### src/rtl/bcd_pkg.sv
// Shared types and constants for the sequential double-dabble binary-to-BCD converter.
package bcd_pkg;

    typedef enum logic [1:0] {
        IDLE  = 2'd0,
        SHIFT = 2'd1,
        DONE  = 2'd2
    } state_e;

    localparam int         BCD_DIGIT_W    = 4;
    localparam logic [3:0] BCD_ADJ_THRESH = 4'd5;
    localparam logic [3:0] BCD_ADJ_ADD    = 4'd3;

    // True when DIGITS decimal digits can represent every WIDTH-bit unsigned value.
    function automatic bit digits_sufficient(input int width, input int digits);
        longint pow10;
        longint max_bin;
        pow10   = 1;
        max_bin = (longint'(1) << width) - 1;
        for (int i = 0; i < digits; i++) begin
            pow10 = pow10 * 10;
        end
        return pow10 > max_bin;
    endfunction

endpackage

### src/rtl/bcd_dabble_digit.sv
// One BCD digit correction step: a digit of 5 or more gets 3 added before the shift.
module bcd_dabble_digit
    import bcd_pkg::*;
(
    input  logic [BCD_DIGIT_W-1:0] digit_i,
    output logic [BCD_DIGIT_W-1:0] digit_o
);

    assign digit_o = (digit_i >= BCD_ADJ_THRESH) ? digit_i + BCD_ADJ_ADD : digit_i;

endmodule

### src/rtl/bin_to_bcd_seq.sv
// Sequential binary-to-BCD converter, one input bit per clock, with registered
// BCD digits and leading-zero blank flags for downstream 7-segment decoders.
module bin_to_bcd_seq
    import bcd_pkg::*;
#(
    parameter int WIDTH  = 16,
    parameter int DIGITS = 5
) (
    input  logic                        clk,
    input  logic                        reset_n,
    input  logic                        in_valid,
    output logic                        in_ready,
    input  logic [WIDTH-1:0]            in_bin,
    output logic                        out_valid,
    input  logic                        out_ready,
    output logic [BCD_DIGIT_W*DIGITS-1:0] out_bcd,
    output logic [DIGITS-1:0]           out_blank
);

    localparam int                BCD_W     = BCD_DIGIT_W * DIGITS;
    localparam int                CNT_W     = $clog2(WIDTH + 1);
    localparam logic [DIGITS-1:0] BLANK_RST = {{(DIGITS - 1){1'b1}}, 1'b0};

    generate
        if (WIDTH < 4) begin : g_bad_width
            $error("bin_to_bcd_seq: WIDTH must be at least 4");
        end
        if (!digits_sufficient(WIDTH, DIGITS)) begin : g_bad_digits
            $error("bin_to_bcd_seq: DIGITS too small for WIDTH");
        end
    endgenerate

    state_e            state_q, state_d;
    logic [WIDTH-1:0]  shift_q, shift_d;
    logic [BCD_W-1:0]  work_q, work_d;
    logic [CNT_W-1:0]  cnt_q, cnt_d;
    logic              out_valid_q, out_valid_d;
    logic [BCD_W-1:0]  out_bcd_q, out_bcd_d;
    logic [DIGITS-1:0] out_blank_q, out_blank_d;

    logic [BCD_W-1:0]  work_adj;
    logic [BCD_W-1:0]  work_shl;
    logic [DIGITS-1:0] blank_new;

    generate
        for (genvar g = 0; g < DIGITS; g++) begin : g_digit
            bcd_dabble_digit u_digit (
                .digit_i (work_q[g*BCD_DIGIT_W +: BCD_DIGIT_W]),
                .digit_o (work_adj[g*BCD_DIGIT_W +: BCD_DIGIT_W])
            );
        end
    endgenerate

    assign work_shl = {work_adj[BCD_W-2:0], shift_q[WIDTH-1]};

    // Blank flags look at the result being committed this edge, not the old output.
    always_comb begin
        logic zero_above;
        zero_above = 1'b1;
        blank_new  = '0;
        for (int i = DIGITS - 1; i >= 1; i--) begin
            zero_above   = zero_above && (work_shl[i*BCD_DIGIT_W +: BCD_DIGIT_W] == '0);
            blank_new[i] = zero_above;
        end
    end

    always_comb begin
        // NOTE: every next-state signal defaults to its current value first, so no path leaves it unassigned and no latch is inferred.
        state_d     = state_q;
        shift_d     = shift_q;
        work_d      = work_q;
        cnt_d       = cnt_q;
        out_valid_d = out_valid_q;
        out_bcd_d   = out_bcd_q;
        out_blank_d = out_blank_q;

        case (state_q)
            IDLE: begin
                if (in_valid) begin
                    shift_d = in_bin;
                    work_d  = '0;
                    cnt_d   = CNT_W'(WIDTH);
                    state_d = SHIFT;
                end
            end
            SHIFT: begin
                work_d  = work_shl;
                shift_d = {shift_q[WIDTH-2:0], 1'b0};
                cnt_d   = cnt_q - CNT_W'(1);
                if (cnt_q == CNT_W'(1)) begin
                    out_bcd_d   = work_shl;
                    out_blank_d = blank_new;
                    out_valid_d = 1'b1;
                    state_d     = DONE;
                end
            end
            DONE: begin
                if (out_ready) begin
                    out_valid_d = 1'b0;
                    state_d     = IDLE;
                end
            end
            default: state_d = IDLE;
        endcase
    end

    // NOTE: sequential state uses non-blocking assignments so every register samples pre-edge values.
    always_ff @(posedge clk or negedge reset_n) begin
        if (!reset_n) begin
            state_q     <= IDLE;
            shift_q     <= '0;
            work_q      <= '0;
            cnt_q       <= '0;
            out_valid_q <= 1'b0;
            out_bcd_q   <= '0;
            out_blank_q <= BLANK_RST;
        end else begin
            state_q     <= state_d;
            shift_q     <= shift_d;
            work_q      <= work_d;
            cnt_q       <= cnt_d;
            out_valid_q <= out_valid_d;
            out_bcd_q   <= out_bcd_d;
            out_blank_q <= out_blank_d;
        end
    end

    assign in_ready  = (state_q == IDLE);
    assign out_valid = out_valid_q;
    assign out_bcd   = out_bcd_q;
    assign out_blank = out_blank_q;

endmodule
### config.mk
export PLATFORM = sky130hd
export DESIGN_NAME = bin_to_bcd_seq
export DESIGN_NICKNAME = d
export VERILOG_FILES = /design/src/rtl/bcd_pkg.sv /design/src/rtl/bcd_dabble_digit.sv /design/src/rtl/bin_to_bcd_seq.sv
export SDC_FILE = /design/constraint.sdc
export NUM_CORES = 1
export LEC_CHECK = 0
export ABC_AREA = 1
export ABC_CLOCK_PERIOD_IN_PS = 4800
export CORE_MARGIN = 2
export CORE_UTILIZATION = 50
export DETAILED_ROUTE_END_ITERATION = 16
export GPL_TIMING_DRIVEN = 1
export HOLD_SLACK_MARGIN = 0.03
export PLACE_DENSITY = 0.83
export SLEW_MARGIN = 20
export SYNTH_ARGS = -nofsm -noshare
export SYNTH_HDL_FRONTEND = slang
export SYNTH_HIERARCHICAL = 1
export SYNTH_SLANG_ARGS = --single-unit
### constraint.sdc
create_clock -name clk -period 4.8 [get_ports clk]
set_input_delay 0.48 -clock clk [delete_from_list [all_inputs] [get_ports clk]]
set_output_delay 0.48 -clock clk [all_outputs]
set_load 0.005 [all_outputs]
==> flow_metrics.py <==
metrics = {
    "status": {
        "status": "completed",
    },
    "clocking": {
        "cts_resized": 0,
        "clkSlewWorstSetupHoldPaths_ns": 0.07,
        "postCtsSetupBuffers": 0,
        "cts_root_buf": "clkbuf_8",
        "cts_hold_buf": 0,
        "cts_max_level": 3,
        "cts_tree": "done",
        "cts_buffers": 9,
        "clk_path_buf_depth": 2,
        "insertion_delay_ns": 0.34,
        "clock-sinks": 68,
    },
    "route": {
        "vias": 2835,
        "ant_nets": 0,
        "vias_per_cell": 5.183,
        "drc": 0,
        "routedWlPerCell_um": 12.60,
        "drt_pass1_iterations": 5,
        "wl_mm": 6.894,
        "drtIter0Drc": 127,
    },
    "sta": {
        "hold-worst-slack_ns": 0.3130,
        "worst_slew_pin_slew_ns": 0.9663,
        "fin_crit_ns": 2.262,
        "rsz0062_at_grt": "no",
        "fin_setup_tns_ns": 0,
        "fmax_ghz": 0.4420,
        "max_slew_margin_pct": 35.50,
        "hold_violations": 0,
        "fin_crit_sh_pct": 47.13,
        "slew_viol_final": 0,
        "setup_viol": 0,
        "skew_ns": 0.008408,
    },
    "die": {
        "placementRows": 30,
        "chipWidth_um": 86.94,
        "fp.coreArea_mm2": 0.006719,
        "ioPinCount": 47,
        "die_h_um": 86.94,
        "start_util_pct": 51.19,
        "die-area_mm2": 0.007559,
    },
    "grt": {
        "grt_pass1_wl_mm": 11.82,
        "gr-total-overflow": 0,
        "grt_max_degree": 69,
        "grt_pass1_vias": 2769,
        "antenna_found_initial": 0,
        "grt_use_total_pct": 19.89,
    },
    "setup_path": {
        "r2r_start": "state_q[0]$_DFFE_PN0P_",
        "required_ns": 5.08,
        "startpoint": "state_q[0]$_DFFE_PN0P_",
        "cp_max_fo": 49,
        "crit_path_end_kind": "register",
        "worstSetupStartpointType": "register",
        "critical_path_class": "reg -> reg",
        "worst_ep_arrival_time_ns": 2.54,
    },
    "pwr": {
        "internal_power_mw": 1.546,
        "seqPwrFrac_pct": 37.0,
        "switching_power_mw": 1.137,
        "total_power_mw": 2.682,
        "power_density_mw_per_mm2": 654.4,
        "peakVddDrop_v": 0.0002364,
        "switching_share_pct": 42.38,
        "clock_power_share_pct": 15.7,
        "p_leak_nw": 1.918,
        "combPwrFrac_pct": 47.3,
    },
    "placed_design": {
        "io_buffers": 45,
        "place.gp.congestion": 0.8287,
        "dpl.hpwl_mm": 4.607,
    },
    "logic_synthesis": {
        "syn_inst": 418,
        "syn_nets": 450,
        "yosys_warnings": 6,
        "avgSynthCellArea_um2": 8.229,
        "synth_area_mm2": 0.003440,
    },
    "job": {
        "max_cap_violations": 0,
    },
    "finish": {
        "layout-drive-gt1-share_pct": 13.28,
        "nets": 494,
        "antennaDiodeCount": 0,
        "area_growth_pct": 19.17,
    },
    "min_path": {
        "hp-class": "in -> async",
    },
}
## final cells by class
type                    count  area, µm²
repair buffers             46      452.9
flip-flops and latches     68       1707
clock inverters             2      10.01
clock buffers              14      162.7
multi-input cells         286       1475
inverters                  51      191.4
well taps                  80      100.1
fillers                   572       2620
## power by group through the flow
stage          registers, mW  logic (mW)  clock network (mW)
2_1_floorplan          0.968       0.889                   0
3_3_place_gp           0.985        1.20                   0
3_5_place_dp            1.00        1.26                   0
4_1_cts                0.991        1.27               0.433
5_1_grt                 1.02        1.44               0.463
6_report               0.992        1.27               0.422
## per-layer routing
layer / track usage [%] / share of wire [%] / vias up
li1: - / - / 1399
met1: 23.95 / 45 / 1336
met2: 33.52 / 49 / 90
met3: 5.308 / 5.1 / 10
met4: 8.523 / 1.3 / 0
met5: 0 / 0 / -
## final timing paths
| path | endpoint | slack [ns] | cells after the start |
|---|---|---|---|
| worst min register to register | out_blank[1]$_DFFE_PN1P_ | 0.47 | 2 |
| worst min-delay path | out_valid$_DFFE_PN0P_ | 0.31 | 2 |
| worst max-delay path | out_blank[1]$_DFFE_PN1P_ | 2.54 | 6 |
| min in group clk | out_blank[1]$_DFFE_PN1P_ | 0.47 | 2 |
| worst max register to register | out_blank[1]$_DFFE_PN1P_ | 2.54 | 6 |
| max in group asynchronous | out_bcd[8]$_DFFE_PN0P_ | 3.92 | 2 |
## worst max-delay path, stage by stage, from the launching register on
cell and delay (ns):
dfrtp_1 0.41, inv_2 0.07, nor2_4 0.33, nand3_2 0.84, nor2_2 0.36, nand3_1 0.11, nand2_1 0.07
## cells in the final DEF, fill, tap and decap left out, drive strengths merged, types with 4 or more instances in the layout
cell	count
a21oi	7
clkbuf	14
clkdlybuf4s50	44
dfrtp	64
dfstp	4
ha	12
inv	50
nand2	137
nand3	27
nor2	37
o21ai	57
## flip-flops by register name, indices dropped and copies added, names as in the netlist
signal,flops
cnt_q,5
out_bcd,20
out_blank,4
out_valid,1
shift_q,16
state_q,2
work_q,20
## metrics by stage
stage	std cells	setup slack [ns]	util, %	area [µm²]
finish	547	2.538	61.01	4099
global route	547	2.292	61.01	4099
CTS	547	2.546	61.01	4099
detailed placement	531	2.578	58.44	3926
global placement	531	2.658	58.44	3926
floorplan	418	3.316	-	3440
Power figures use the tool's default switching activity.
